<file path="config.mk">
export PLATFORM = sky130hd
export DESIGN_NAME = kim_scan_ctrl
export DESIGN_NICKNAME = d
export VERILOG_FILES = /design/src/rtl/kim_scan_pkg.sv /design/src/rtl/kim_key_debounce.sv /design/src/rtl/kim_scan_ctrl.sv
export SDC_FILE = /design/constraint.sdc
export NUM_CORES = 1
export LEC_CHECK = 0
export ABC_CLOCK_PERIOD_IN_PS = 2900
export CAP_MARGIN = 20
export CORE_ASPECT_RATIO = 0.75
export CORE_MARGIN = 2
export CORE_UTILIZATION = 30
export CTS_CLUSTER_SIZE = 30
export DETAILED_ROUTE_END_ITERATION = 7
export GPL_ROUTABILITY_DRIVEN = 0
export SYNTH_ARGS = -nofsm -noshare
export SYNTH_HDL_FRONTEND = slang
export SYNTH_SLANG_ARGS = --single-unit
</file>
<file path="constraint.sdc">
create_clock -name clk -period 2.9 [get_ports clk]
set_clock_uncertainty 0.15 [all_clocks]
set_input_delay 0.58 -clock clk [delete_from_list [all_inputs] [get_ports clk]]
set_output_delay 0.58 -clock clk [all_outputs]
set_load 0.005 [all_outputs]
</file>
<file path="src/rtl/kim_scan_pkg.sv">
// Shared types and default geometry for the keypad/LED scan engine.
package kim_scan_pkg;

  localparam int unsigned NUM_ROWS_DEF   = 4;
  localparam int unsigned NUM_DIGITS_DEF = 6;
  localparam int unsigned NUM_COLS_DEF   = 7;

  localparam int unsigned NUM_SEL = NUM_ROWS_DEF + NUM_DIGITS_DEF;
  localparam int unsigned SEL_W   = $clog2(NUM_SEL);
  localparam int unsigned CODE_W  = $clog2(NUM_ROWS_DEF * NUM_COLS_DEF);

  typedef enum logic [1:0] {
    KeyIdle,
    KeyPressDb,
    KeyHeld,
    KeyRelDb
  } key_state_e;

  typedef enum logic {
    PhActive,
    PhBlank
  } phase_e;

endpackage

</file>
<file path="src/rtl/kim_key_debounce.sv">
// Per-scan key debounce FSM with a one-entry handshaked key-code holding register.
module kim_key_debounce
  import kim_scan_pkg::*;
#(
  parameter int unsigned DEBOUNCE = 4,
  parameter int unsigned CodeW    = CODE_W
) (
  input  logic             clk,
  input  logic             reset_n,
  input  logic             eval_i,
  input  logic             cand_vld_i,
  input  logic [CodeW-1:0] cand_code_i,
  input  logic             key_ready_i,
  output logic             key_valid_o,
  output logic [CodeW-1:0] key_code_o,
  output logic             key_held_o,
  output logic             overrun_o
);

  localparam int unsigned CntW = $clog2(DEBOUNCE + 1);
  localparam logic [CntW-1:0] DbCnt = CntW'(DEBOUNCE);
  localparam bit DbOne = (DEBOUNCE == 1);

  key_state_e       st_q, st_d;
  logic [CntW-1:0]  cnt_q, cnt_d;
  logic [CodeW-1:0] ref_q, ref_d;
  logic             key_valid_q, key_valid_d;
  logic [CodeW-1:0] key_code_q, key_code_d;
  logic             key_held_q, key_held_d;
  logic             overrun_q, overrun_d;
  logic             emit, take;

  always_comb begin
    st_d  = st_q;
    cnt_d = cnt_q;
    ref_d = ref_q;
    emit  = 1'b0;
    if (eval_i) begin
      unique case (st_q)
        KeyIdle: begin
          if (cand_vld_i) begin
            ref_d = cand_code_i;
            cnt_d = CntW'(1);
            if (DbOne) begin
              st_d = KeyHeld;
              emit = 1'b1;
            end else begin
              st_d = KeyPressDb;
            end
          end
        end
        KeyPressDb: begin
          if (cand_vld_i && (cand_code_i == ref_q)) begin
            cnt_d = cnt_q + 1'b1;
            if (cnt_d == DbCnt) begin
              st_d = KeyHeld;
              emit = 1'b1;
            end
          end else begin
            st_d = KeyIdle;
          end
        end
        KeyHeld: begin
          // Any key keeps us here; only a full release starts release debounce.
          if (!cand_vld_i) begin
            cnt_d = CntW'(1);
            st_d  = DbOne ? KeyIdle : KeyRelDb;
          end
        end
        KeyRelDb: begin
          if (cand_vld_i) begin
            st_d = KeyHeld;
          end else begin
            cnt_d = cnt_q + 1'b1;
            if (cnt_d == DbCnt) st_d = KeyIdle;
          end
        end
        default: st_d = KeyIdle;
      endcase
    end
  end

  always_comb begin
    take        = key_valid_q & key_ready_i;
    key_valid_d = key_valid_q;
    key_code_d  = key_code_q;
    overrun_d   = overrun_q;
    if (take) key_valid_d = 1'b0;
    if (emit) begin
      if (key_valid_q && !take) begin
        overrun_d = 1'b1;
      end else begin
        key_valid_d = 1'b1;
        key_code_d  = ref_d;
      end
    end
    key_held_d = (st_d == KeyHeld) || (st_d == KeyRelDb);
  end

  always_ff @(posedge clk or negedge reset_n) begin
    if (!reset_n) begin
      st_q        <= KeyIdle;
      cnt_q       <= '0;
      ref_q       <= '0;
      key_valid_q <= 1'b0;
      key_code_q  <= '0;
      key_held_q  <= 1'b0;
      overrun_q   <= 1'b0;
    end else begin
      st_q        <= st_d;
      cnt_q       <= cnt_d;
      ref_q       <= ref_d;
      key_valid_q <= key_valid_d;
      key_code_q  <= key_code_d;
      key_held_q  <= key_held_d;
      overrun_q   <= overrun_d;
    end
  end

  assign key_valid_o = key_valid_q;
  assign key_code_o  = key_code_q;
  assign key_held_o  = key_held_q;
  assign overrun_o   = overrun_q;

endmodule

</file>
<file path="src/rtl/kim_scan_ctrl.sv">
// Keypad/LED scan engine: slot timer, segment RAM, per-scan key candidate capture.
module kim_scan_ctrl
  import kim_scan_pkg::*;
#(
  parameter int unsigned NUM_ROWS   = NUM_ROWS_DEF,
  parameter int unsigned NUM_DIGITS = NUM_DIGITS_DEF,
  parameter int unsigned NUM_COLS   = NUM_COLS_DEF,
  parameter int unsigned DWELL      = 1000,
  parameter int unsigned BLANK      = 16,
  parameter int unsigned DEBOUNCE   = 4,
  localparam int unsigned SelN  = NUM_ROWS + NUM_DIGITS,
  localparam int unsigned AddrW = (NUM_DIGITS > 1) ? $clog2(NUM_DIGITS) : 1,
  localparam int unsigned CodeW = (NUM_ROWS * NUM_COLS > 1) ? $clog2(NUM_ROWS * NUM_COLS) : 1
) (
  input  logic                clk,
  input  logic                reset_n,
  output logic [SelN-1:0]     sel_n,
  output logic [NUM_COLS-1:0] seg_n,
  input  logic [NUM_COLS-1:0] col_n,
  input  logic                wr_en,
  input  logic [AddrW-1:0]    wr_addr,
  input  logic [NUM_COLS-1:0] wr_data,
  output logic                key_valid,
  output logic [CodeW-1:0]    key_code,
  input  logic                key_ready,
  output logic                key_held,
  output logic                overrun
);

  localparam int unsigned SelW    = (SelN > 1) ? $clog2(SelN) : 1;
  localparam int unsigned TmrMax  = (DWELL > BLANK) ? DWELL : BLANK;
  localparam int unsigned TmrW    = (TmrMax > 1) ? $clog2(TmrMax) : 1;
  localparam logic [TmrW-1:0]  DwellLast = TmrW'(DWELL - 1);
  localparam logic [TmrW-1:0]  BlankLast = TmrW'(BLANK - 1);
  localparam logic [SelW-1:0]  SlotLast  = SelW'(SelN - 1);
  localparam logic [SelW-1:0]  RowsN     = SelW'(NUM_ROWS);
  localparam logic [AddrW:0]   AddrLim   = (AddrW + 1)'(NUM_DIGITS);

  phase_e              phase_q, phase_d;
  logic [TmrW-1:0]     tmr_q, tmr_d;
  logic [SelW-1:0]     slot_q, slot_d;
  logic [NUM_COLS-1:0] segram_q [NUM_DIGITS];
  logic [NUM_COLS-1:0] segram_d [NUM_DIGITS];
  logic [SelN-1:0]     sel_n_q, sel_n_d;
  logic [NUM_COLS-1:0] seg_n_q, seg_n_d;
  logic                cand_vld_q, cand_vld_d;
  logic [CodeW-1:0]    cand_code_q, cand_code_d;
  logic [AddrW-1:0]    dig_idx;
  logic                scan_end, row_sample, row_hit;

  always_comb begin
    phase_d  = phase_q;
    tmr_d    = tmr_q + 1'b1;
    slot_d   = slot_q;
    scan_end = 1'b0;
    if (phase_q == PhActive) begin
      if (tmr_q == DwellLast) begin
        phase_d = PhBlank;
        tmr_d   = '0;
      end
    end else if (tmr_q == BlankLast) begin
      phase_d = PhActive;
      tmr_d   = '0;
      if (slot_q == SlotLast) begin
        slot_d   = '0;
        scan_end = 1'b1;
      end else begin
        slot_d = slot_q + 1'b1;
      end
    end
  end

  always_comb begin
    segram_d = segram_q;
    if (wr_en && ({1'b0, wr_addr} < AddrLim)) segram_d[wr_addr] = wr_data;
  end

  // Outputs are registered from current slot state, so the pins lag the timer by one clock;
  // the write path uses segram_d so a write to the shown digit appears on the next clock.
  always_comb begin
    dig_idx = AddrW'(slot_q - RowsN);
    sel_n_d = '1;
    seg_n_d = '1;
    if (phase_q == PhActive) begin
      sel_n_d[slot_q] = 1'b0;
      if (slot_q >= RowsN) seg_n_d = ~segram_d[dig_idx];
    end
  end

  // First BLANK timer clock is the last clock the row select is visible on the pins.
  assign row_sample = (phase_q == PhBlank) && (tmr_q == '0) && (slot_q < RowsN);

  always_comb begin
    cand_vld_d  = cand_vld_q;
    cand_code_d = cand_code_q;
    row_hit     = 1'b0;
    if (row_sample && !cand_vld_q) begin
      for (int unsigned c = 0; c < NUM_COLS; c++) begin
        if (!col_n[c] && !row_hit) begin
          row_hit     = 1'b1;
          cand_vld_d  = 1'b1;
          cand_code_d = CodeW'(32'(slot_q) * NUM_COLS + c);
        end
      end
    end
    if (scan_end) cand_vld_d = 1'b0;
  end

  always_ff @(posedge clk or negedge reset_n) begin
    if (!reset_n) begin
      phase_q     <= PhActive;
      tmr_q       <= '0;
      slot_q      <= '0;
      for (int i = 0; i < NUM_DIGITS; i++) segram_q[i] <= '0;
      sel_n_q     <= '1;
      seg_n_q     <= '1;
      cand_vld_q  <= 1'b0;
      cand_code_q <= '0;
    end else begin
      phase_q     <= phase_d;
      tmr_q       <= tmr_d;
      slot_q      <= slot_d;
      segram_q    <= segram_d;
      sel_n_q     <= sel_n_d;
      seg_n_q     <= seg_n_d;
      cand_vld_q  <= cand_vld_d;
      cand_code_q <= cand_code_d;
    end
  end

  assign sel_n = sel_n_q;
  assign seg_n = seg_n_q;

  kim_key_debounce #(
    .DEBOUNCE (DEBOUNCE),
    .CodeW    (CodeW)
  ) u_key_debounce (
    .clk         (clk),
    .reset_n     (reset_n),
    .eval_i      (scan_end),
    .cand_vld_i  (cand_vld_q),
    .cand_code_i (cand_code_q),
    .key_ready_i (key_ready),
    .key_valid_o (key_valid),
    .key_code_o  (key_code),
    .key_held_o  (key_held),
    .overrun_o   (overrun)
  );

endmodule
</file>
After elaboration in Yosys (flattened, before gate mapping)

Cells that the tools add are included.

Add/subtract/negate cells: 10
Multipliers: 1
Order comparisons: 8
Equal/unequal tests: 16
Mux-type cells: 73
Bitwise gates (word level): 6
Reduce and logical (&&, ||, !) cells: 38

Operator list:

| kind                                                  | count |
|---|---|
| 2-to-1 mux 5 bit                                      | 10 |
| bitwise mux 42 bit                                    | 1 |
| 2-to-1 mux 42 bit                                     | 1 |
| 2-to-1 mux 10 bit                                     | 4 |
| 2-to-1 mux 1 bit                                      | 35 |
| 2-to-1 mux 7 bit                                      | 5 |
| binary-select mux 7 bit (select 3 bit)                | 1 |
| demux 7 bit (select 3 bit)                            | 1 |
| adder 5 x 3 -> 5 bit, second input constant           | 3 |
| logical AND 1 bit                                     | 14 |
| zero test 1 bit                                       | 14 |
| 2-to-1 mux 2 bit                                      | 7 |
| 2-to-1 mux 3 bit                                      | 4 |
| one-hot mux 3 bit (4 select lines)                    | 1 |
| adder 10 x 1 -> 10 bit, second input constant         | 1 |
| adder 5 x 2 -> 5 bit, second input constant           | 2 |
| equality test 10 bit, second input constant           | 1 |
| equality test 10 x 4 -> 1 bit, second input constant  | 1 |
| zero test 10 bit                                      | 1 |
| NOT 10 bit                                            | 1 |
| AND reduction 2 bit                                   | 5 |
| equality test 2 bit, second input constant            | 4 |
| >= comparator 4 bit, second input constant            | 2 |
| inequality test 8 x 1 -> 1 bit, second input constant | 1 |
| other kinds (29)                                      | 32 |

Register bits: 98
Word-level logic and storage cells: 172

Logic depth before layout (Yosys ltp)

Gate-level depths: netlist (run 1).

Depth after elaboration: 30
Mapped depth: 11
Mapped depth without buffers: 11

Hierarchy

From an unflattened synthesis (run 1), not the netlist that was laid out.

Cells, all modules: 445
Area, all modules: 5111.2 um2

By module, submodules not included:

| module           | times used | cells an instance | area an instance (um2) |
|---|---|---|---|
| kim_scan_ctrl    | 1          | 380               | 4225.3 |
| kim_key_debounce | 1          | 65                | 885.8 |

Worst setup path before layout (run 1)

Ideal clock, no wire load.

Path type: register to register
From: register slot_q[2]
To: register cand_code_q[3]
Library setup time: 0.125 ns
Arrival: 2.687 ns
Setup slack: -0.062 ns
Cell stages (with the launch flop): 12
Buffers on the path: 0
Cell sequence: dfrtp_1 > fa_1 > ha_1 > inv_1 > fa_1 > inv_1 > ha_1 > nor2_1 > a31oi_1 > o211ai_1 > a31oi_1 > mux2_2

Word-level cells in the longest chain between the ends: 8
Elaborated cells on any way between the ends: 18

Ends and longest elaborated chain:

| element                                                         | line                                      | RTL |
|---|---|---|
| start, declared                                                 | kim_scan_ctrl.sv:41                       | `logic [SelW-1:0] slot_q, slot_d;` |
| start signal, assigned                                          | kim_scan_ctrl.sv:122                      | `slot_q <= slot_d;` |
| multiplier 4 x 3 -> 5 bit                                       | kim_scan_ctrl.sv:102                      | `cand_code_d = CodeW'(32'(slot_q) * NUM_COLS + c);` |
| adder 5 x 1 -> 5 bit / 2-to-1 mux 5 bit (equally long branches) | kim_scan_ctrl.sv:102, kim_scan_ctrl.sv:99 |  |
| 2-to-1 mux 5 bit (6 in a row)                                   | kim_scan_ctrl.sv:99                       | `if (!col_n[c] && !row_hit) begin` |
| end signal, assigned                                            | kim_scan_ctrl.sv:127                      | `cand_code_q <= cand_code_d;` |
| end, declared                                                   | kim_scan_ctrl.sv:47                       | `logic [CodeW-1:0] cand_code_q, cand_code_d;` |

Several ways; a longest one is shown, not always the timed one. The select of a mux whose other input is x is not followed.
A chain may end at the register's enable or synchronous reset.

Worst setup path after layout (run 1)

Same ends and word-level chain as after synthesis.

==> results of run 1 <==
-- cell families (layout without fill, tap and decap cells) --
| logic type | count (synthesis) | in the layout | synth area share |
|---|---|---|---|
| xor gates and xnor gates | 20 | 20 | 0.0346 |
| adders and majority gates | 25 | 25 | 0.0677 |
| muxes | 60 | 60 | 0.136 |
| DFF | 98 | 98 | 0.488 |
| AOI/OAI and AO/OA | 75 | 75 | 0.108 |
| and+or+nand+nor | 120 | 120 | 0.131 |
| buffers and inverters | 36 | 110 | 0.0336 |
-- through the flow --
step | setup WS [ps] | hold slack, ps | power, mW
3_3_place_gp | 67.3 | 313 | 1.83
6_report | -5.68 | 59.4 | 2.99
5_1_grt | -98.4 | 90.8 | 3.14
2_1_floorplan | 11.5 | 134 | 1.73
4_1_cts | 8.37 | 61.1 | 3.02
3_5_place_dp | 10.0 | 331 | 1.85
-- routing by layer --
layer | part of all wire | vias up | global-route usage
li1 | - | 1702 | -
met1 | 0.50 | 1819 | 0.184
met2 | 0.45 | 65 | 0.217
met3 | 0.040 | 12 | 0.0397
met4 | 0.015 | 0 | 0.0424
met5 | 0 | - | 0
-- path summary, 6_finish.rpt --
kind	endpoint	from	cells past startpoint	slack [ps]
worst min register to register	u_key_debounce.overrun_o	u_key_debounce.overrun_o	1	340
worst max-delay path	cand_code_q[3]	slot_q[2]	11	-6
max in group asynchronous	sel_n[2]	reset_n	2	1820
min in group clk	u_key_debounce.overrun_o	u_key_debounce.overrun_o	1	340
worst min-delay path	segram_q[6]	reset_n	1	60
worst max register to register	cand_code_q[3]	slot_q[2]	11	-6
-- synth_stat cells, types with 5 or more instances --
master    instances  area share
o221a_2           6       0.013
nor2b_1           9       0.011
o21ai_0          19       0.019
mux2_2           52        0.12
nor3_1            7      0.0069
xor2_1            7       0.012
dfrtp_1          81        0.40
a311o_1           7       0.014
inv_1            17       0.013
nor2_1           20       0.015
clkbuf_1         14       0.010
a22oi_1          15       0.022
nand4_1           5      0.0062
ha_1             21       0.052
xnor2_1          13       0.022
nand3_1          11       0.011
mux2_4            5       0.015
dfstp_2          17       0.088
nand2_1          36       0.027
-- area by class of cell --
cell class	instances	area share
clock buffer	9	0.0361
clock inverter	7	0.00982
inverter	17	0.0102
multi-input combinational	300	0.392
sequential	98	0.396
tap	215	0.0431
timing repair buffer	77	0.112
-- power groups by stage --
stage,Combinational (mW),Sequential [mW],Clock (mW)
floorplan,0.186,1.55,0
global placement,0.281,1.55,0
detailed placement,0.293,1.56,0
CTS,0.295,1.54,1.19
global route,0.321,1.55,1.27
finish,0.293,1.53,1.16
-- registers in the layout, summed over array words and instances, names as in the netlist --
register,flops
u_key_debounce.key_held_o,1
tmr_q,10
u_key_debounce.ref_q,5
u_key_debounce.key_code_o,5
u_key_debounce.key_valid_o,1
u_key_debounce.overrun_o,1
cand_code_q,5
phase_q,1
sel_n,10
u_key_debounce.st_q,2
u_key_debounce.cnt_q,3
slot_q,4
cand_vld_q,1
segram_q,42
seg_n,7
-- worst max-delay path: stages (launching register included) --
cell      delay [ps]
dfrtp_2          430
fa_1             560
ha_2             170
inv_2             40
fa_1             530
inv_2             70
ha_4             260
nor2_1            30
a31oi_1          160
o211ai_1         110
a31oi_1          160
mux2_4           170
-- layout by cell type (no fill, tap or decap), types with 15 or more instances in the layout --
cell,netlist,layout
ha_1,21,18
dfrtp_1,81,80
a22oi_1,15,15
o21ai_0,19,19
buf_4,1,32
mux2_2,52,50
inv_1,17,15
nor2_1,20,20
clkdlybuf4s50_1,0,44
dfstp_2,17,17
nand2_1,36,36
-- what timing repair did --
action,in CTS,in global routing
setup buffers,0,4
setup endpoints to repair,1,2
gates resized for setup,0,6
pin swaps,1,7
==> results.toml, run 1 <==
[pwr]
p_per_area_nw_per_um2 = 478
switching_share = 0.248
leakagePower_nw = 2.64
internal-power_mw = 2.25
ir_drop_uv = 280
pwr-share-seq = 0.514
combPwrFrac = 0.098
clkPwrFrac = 0.388
switchingPower_mw = 0.739

[global_route]
grt_max_degree = 44
grt_overflow = 0
grt.total_usage = 0.137
grt_pass1_wl_um = 19200
antenna_found_initial = 0
grt_pass1_vias = 3789

[synthesis]
syn_avg_cell_area_um2 = 11.7
synth_async_sr_flop_share = 1.00
syn_area_um2 = 5070
ys_types = 58
dominantRegCellSynth = "dfrtp_1"
syn-num-nets = 480
synth_edf_count = 0
ys_seq_elements = 98
yosysWarnings = 0
yosysSeqAreaShare = 0.488
syn_inst = 434

[detailed_routing]
vias = 3598
wl_per_cell_um = 15.9
routed_via_density = 4.98
drtAntennaViolNets = 0
dr.pass1.iters = 4
wirelength_um = 11500
drtIter0Drc = 167
drc = 0

[sta]
drv_slew = 0
slew_headroom = 0.588
period_minus_slack_ps = 2910
fin_ws_ps = -5.68
worst_pin_slew_ps = 612
hold_violations = 0
finalCritPeriodShare = 1.00
finalSetupViolCount = 1
fmax_mhz = 344
finalSetupTns_ps = -5.68
rsz0062_at_grt = "yes"

[finish]
final_cell_count_no_fill = 723
n_antenna_cell = 0
fill_cells = 1579
multi_input_area_um2 = 2450
post-route-util = 0.374
final_nets = 549
final-seq-area_um2 = 2470
syn_to_final_growth_pct = 23.2
stdcell_area_um2 = 6240
drive_gt1_frac = 0.289

[outcome]
status = "complete, but fails checks"
violations = "negative setup slack"

[clock_tree]
cts_tree = "yes"
cts-root-buf = "clkbuf_16"
ctsHtreeMaxLevel = 3
max-clock-path-buffers = 2
insertion_delay_ps = 350
cts_sinks = 98
cts_made_buffers = 9
clkTransAtPathRegs_ps = 70
ctsHoldBuffers = 0

[floorplan]
die_w_um = 154
rows = 41
io_pins = 46
core_um2 = 16700
die_h_um = 117
die_area_um2 = 18000
start_util = 0.304

[flow_run]
cap_viol_max_count = 0

[worst_hold_path]
min_path_type = "in2async"

[placed_design]
portBuffers = 45
post_dp_cell_area_um2 = 5900
dpl.cell_count = 703
dp_hpwl_um = 8430

[critical_path]
cp.required_ps = 3050
end_kind = "register"
cp-start-kind = "register"
arrival_ps = 3050
cp_max_fo = 3
criticalPathCategory = "reg2reg"
Power figures use the tool's default switching activity.
==> inputs of run 2 (changes only) <==
--- a/config.mk
+++ b/config.mk
@@ -8,11 +8,11 @@
 export ABC_CLOCK_PERIOD_IN_PS = 2900
 export CAP_MARGIN = 20
 export CORE_ASPECT_RATIO = 0.75
-export CORE_MARGIN = 2
 export CORE_UTILIZATION = 30
 export CTS_CLUSTER_SIZE = 30
 export DETAILED_ROUTE_END_ITERATION = 7
 export GPL_ROUTABILITY_DRIVEN = 0
+export GPL_TIMING_DRIVEN = 0
 export SYNTH_ARGS = -nofsm -noshare
 export SYNTH_HDL_FRONTEND = slang
 export SYNTH_SLANG_ARGS = --single-unit
==> results.toml, run 2 (synthesis gave the netlist of run 1 again) <==
[finish]
final_cell_mix = "dfrtp_1 (78), mux2_2 (52), clkdlybuf4s50_1 (37)"
drive_gt1_frac = 0.257
final_common_cell = "dfrtp_1"
final_cell_count_no_fill = 704
largest_register = "segram_q"
syn_to_final_growth_pct = 20.0
largest_reg_flops = 42
n_antenna_cell = 0
final_nets = 535

[pwr]
p_per_area_nw_per_um2 = 493
leakagePower_nw = 2.54
power.total_mw = 3.00
ir_drop_uv = 252

[global_route]
grt_pass1_vias = 3687
grt_pass1_wl_um = 18900
grt.total_usage = 0.139
grt_max_degree = 70
grt_overflow = 0
antenna_found_initial = 0

[clock_tree]
cts_made_buffers = 9
ctsHoldBuffers = 0
max-clock-path-buffers = 2
ctsHtreeMaxLevel = 3
cts_tree = "yes"
insertion_delay_ps = 350
clkTransAtPathRegs_ps = 70
cts_sinks = 98
cts-root-buf = "clkbuf_16"

[floorplan]
die_area_um2 = 17400
core_um2 = 16300
io_pins = 46
rows = 40
die_h_um = 115
start_util = 0.311
die_w_um = 152

[placed_design]
dpl.cell_count = 683
portBuffers = 38
dp_hpwl_um = 8180

[sta]
finalSetupViolCount = 2
hold_violations = 0
fmax_mhz = 331
period_minus_slack_ps = 3020
slew_headroom = 0.215
drv_slew = 0
rsz0062_at_grt = "yes"
fin_ws_ps = -121
finalCritPeriodShare = 1.04
worst_pin_slew_ps = 1170

[critical_path]
arrival_ps = 3110
cp.required_ps = 2990
end_kind = "register"
criticalPathCategory = "reg2reg"
cp-start-kind = "register"
cp_max_fo = 4

[detailed_routing]
vias = 3582
dr.pass1.iters = 7
drc = 8
drtIter0Drc = 209
wirelength_um = 11400
drtAntennaViolNets = 0
routed_via_density = 5.09
wl_per_cell_um = 16.1

[outcome]
violations = "design-rule violations, negative setup slack"
status = "complete, but fails checks"

[flow_run]
cap_viol_max_count = 0

[worst_hold_path]
min_path_type = "in2async"
run 2: layout make-up:
class                   instances  area [um2]
repair buffers                 44         443
clock buffers                  10         229
inverters                      17        67.6
flip-flops and latches         98        2480
plain buffers                  19         106
multi-input cells             300        2430
well taps                     210         263
clock inverters                 6        65.1
fillers                      1531       10200
run 2: worst paths after layout:
kind	startpoint	endpoint	slack, ps	depth (start not counted)
min	reset_n	segram_q[28]	6	1
max reg2reg	slot_q[0]	cand_code_q[3]	-120	11
max in group asynchronous	reset_n	sel_n[5]	1880	2
min reg2reg	u_key_debounce.overrun_o	u_key_debounce.overrun_o	330	1
max	slot_q[0]	cand_code_q[3]	-120	11
min in group clk	u_key_debounce.overrun_o	u_key_debounce.overrun_o	330	1
run 2: what timing repair did:
action | in CTS | in global routing
hold endpoints to repair | 0 | 0
setup buffers | 4 | 1
endpoints found under the setup margin | 2 | 8
pin swaps | 4 | 1
gates resized for setup | 3 | 4
run 2: per-stage QoR:
stage / setup TNS, ps / worst slack [ps] / hold WS (ps) / util / instance area, um2
3_5_place_dp: -641 / -236 / 317 / 0.353 / 5740
6_report: -142 / -121 / 6.33 / 0.374 / 6080
4_1_cts: -140 / -114 / 5.12 / 0.373 / 6060
2_1_floorplan: 0 / 11.5 / 134 / - / 5070
5_1_grt: -414 / -255 / 24.2 / 0.374 / 6080
3_3_place_gp: -217100 / -2770 / 314 / 0.351 / 5710
run 2: worst max-delay path, stage by stage, from the launching register on:
cell and delay, ps:
dfrtp_2 440, fa_1 550, ha_1 140, inv_1 50, fa_2 570, inv_2 70
ha_1 260, nor2_1 80, a31oi_1 50, o211ai_1 140, a31oi_1 150, mux2_2 280
run 2: report_power, final:
group	switching (mW)	internal [mW]
Sequential	0.0406	1.50
Combinational	0.138	0.143
Clock	0.510	0.670
Total	0.688	2.31
run 2: per-layer routing:
layer,wire length (um),global-route usage
met5,0,0
met4,123,0.0517
met3,655,0.0416
met2,5100,0.216
met1,5490,0.184
==> inputs of run 3 (changes only) <==
--- a/config.mk
+++ b/config.mk
@@ -8,6 +8,7 @@
 export ABC_CLOCK_PERIOD_IN_PS = 2900
 export CAP_MARGIN = 20
 export CORE_ASPECT_RATIO = 0.75
+export CORE_MARGIN = 1
 export CORE_UTILIZATION = 30
 export CTS_CLUSTER_SIZE = 30
 export DETAILED_ROUTE_END_ITERATION = 7
==> constraint.sdc (replaced) <==
create_clock -name clk -period 2.9 [get_ports clk]
set_clock_uncertainty 0.15 [all_clocks]
set_input_delay 0.58 -clock clk [delete_from_list [all_inputs] [get_ports clk]]
set_output_delay 0.58 -clock clk [all_outputs]
set_load 0.02 [all_outputs]
==> results of run 3 <==
Final layout, timing and power as in run 2 (identical DEF).
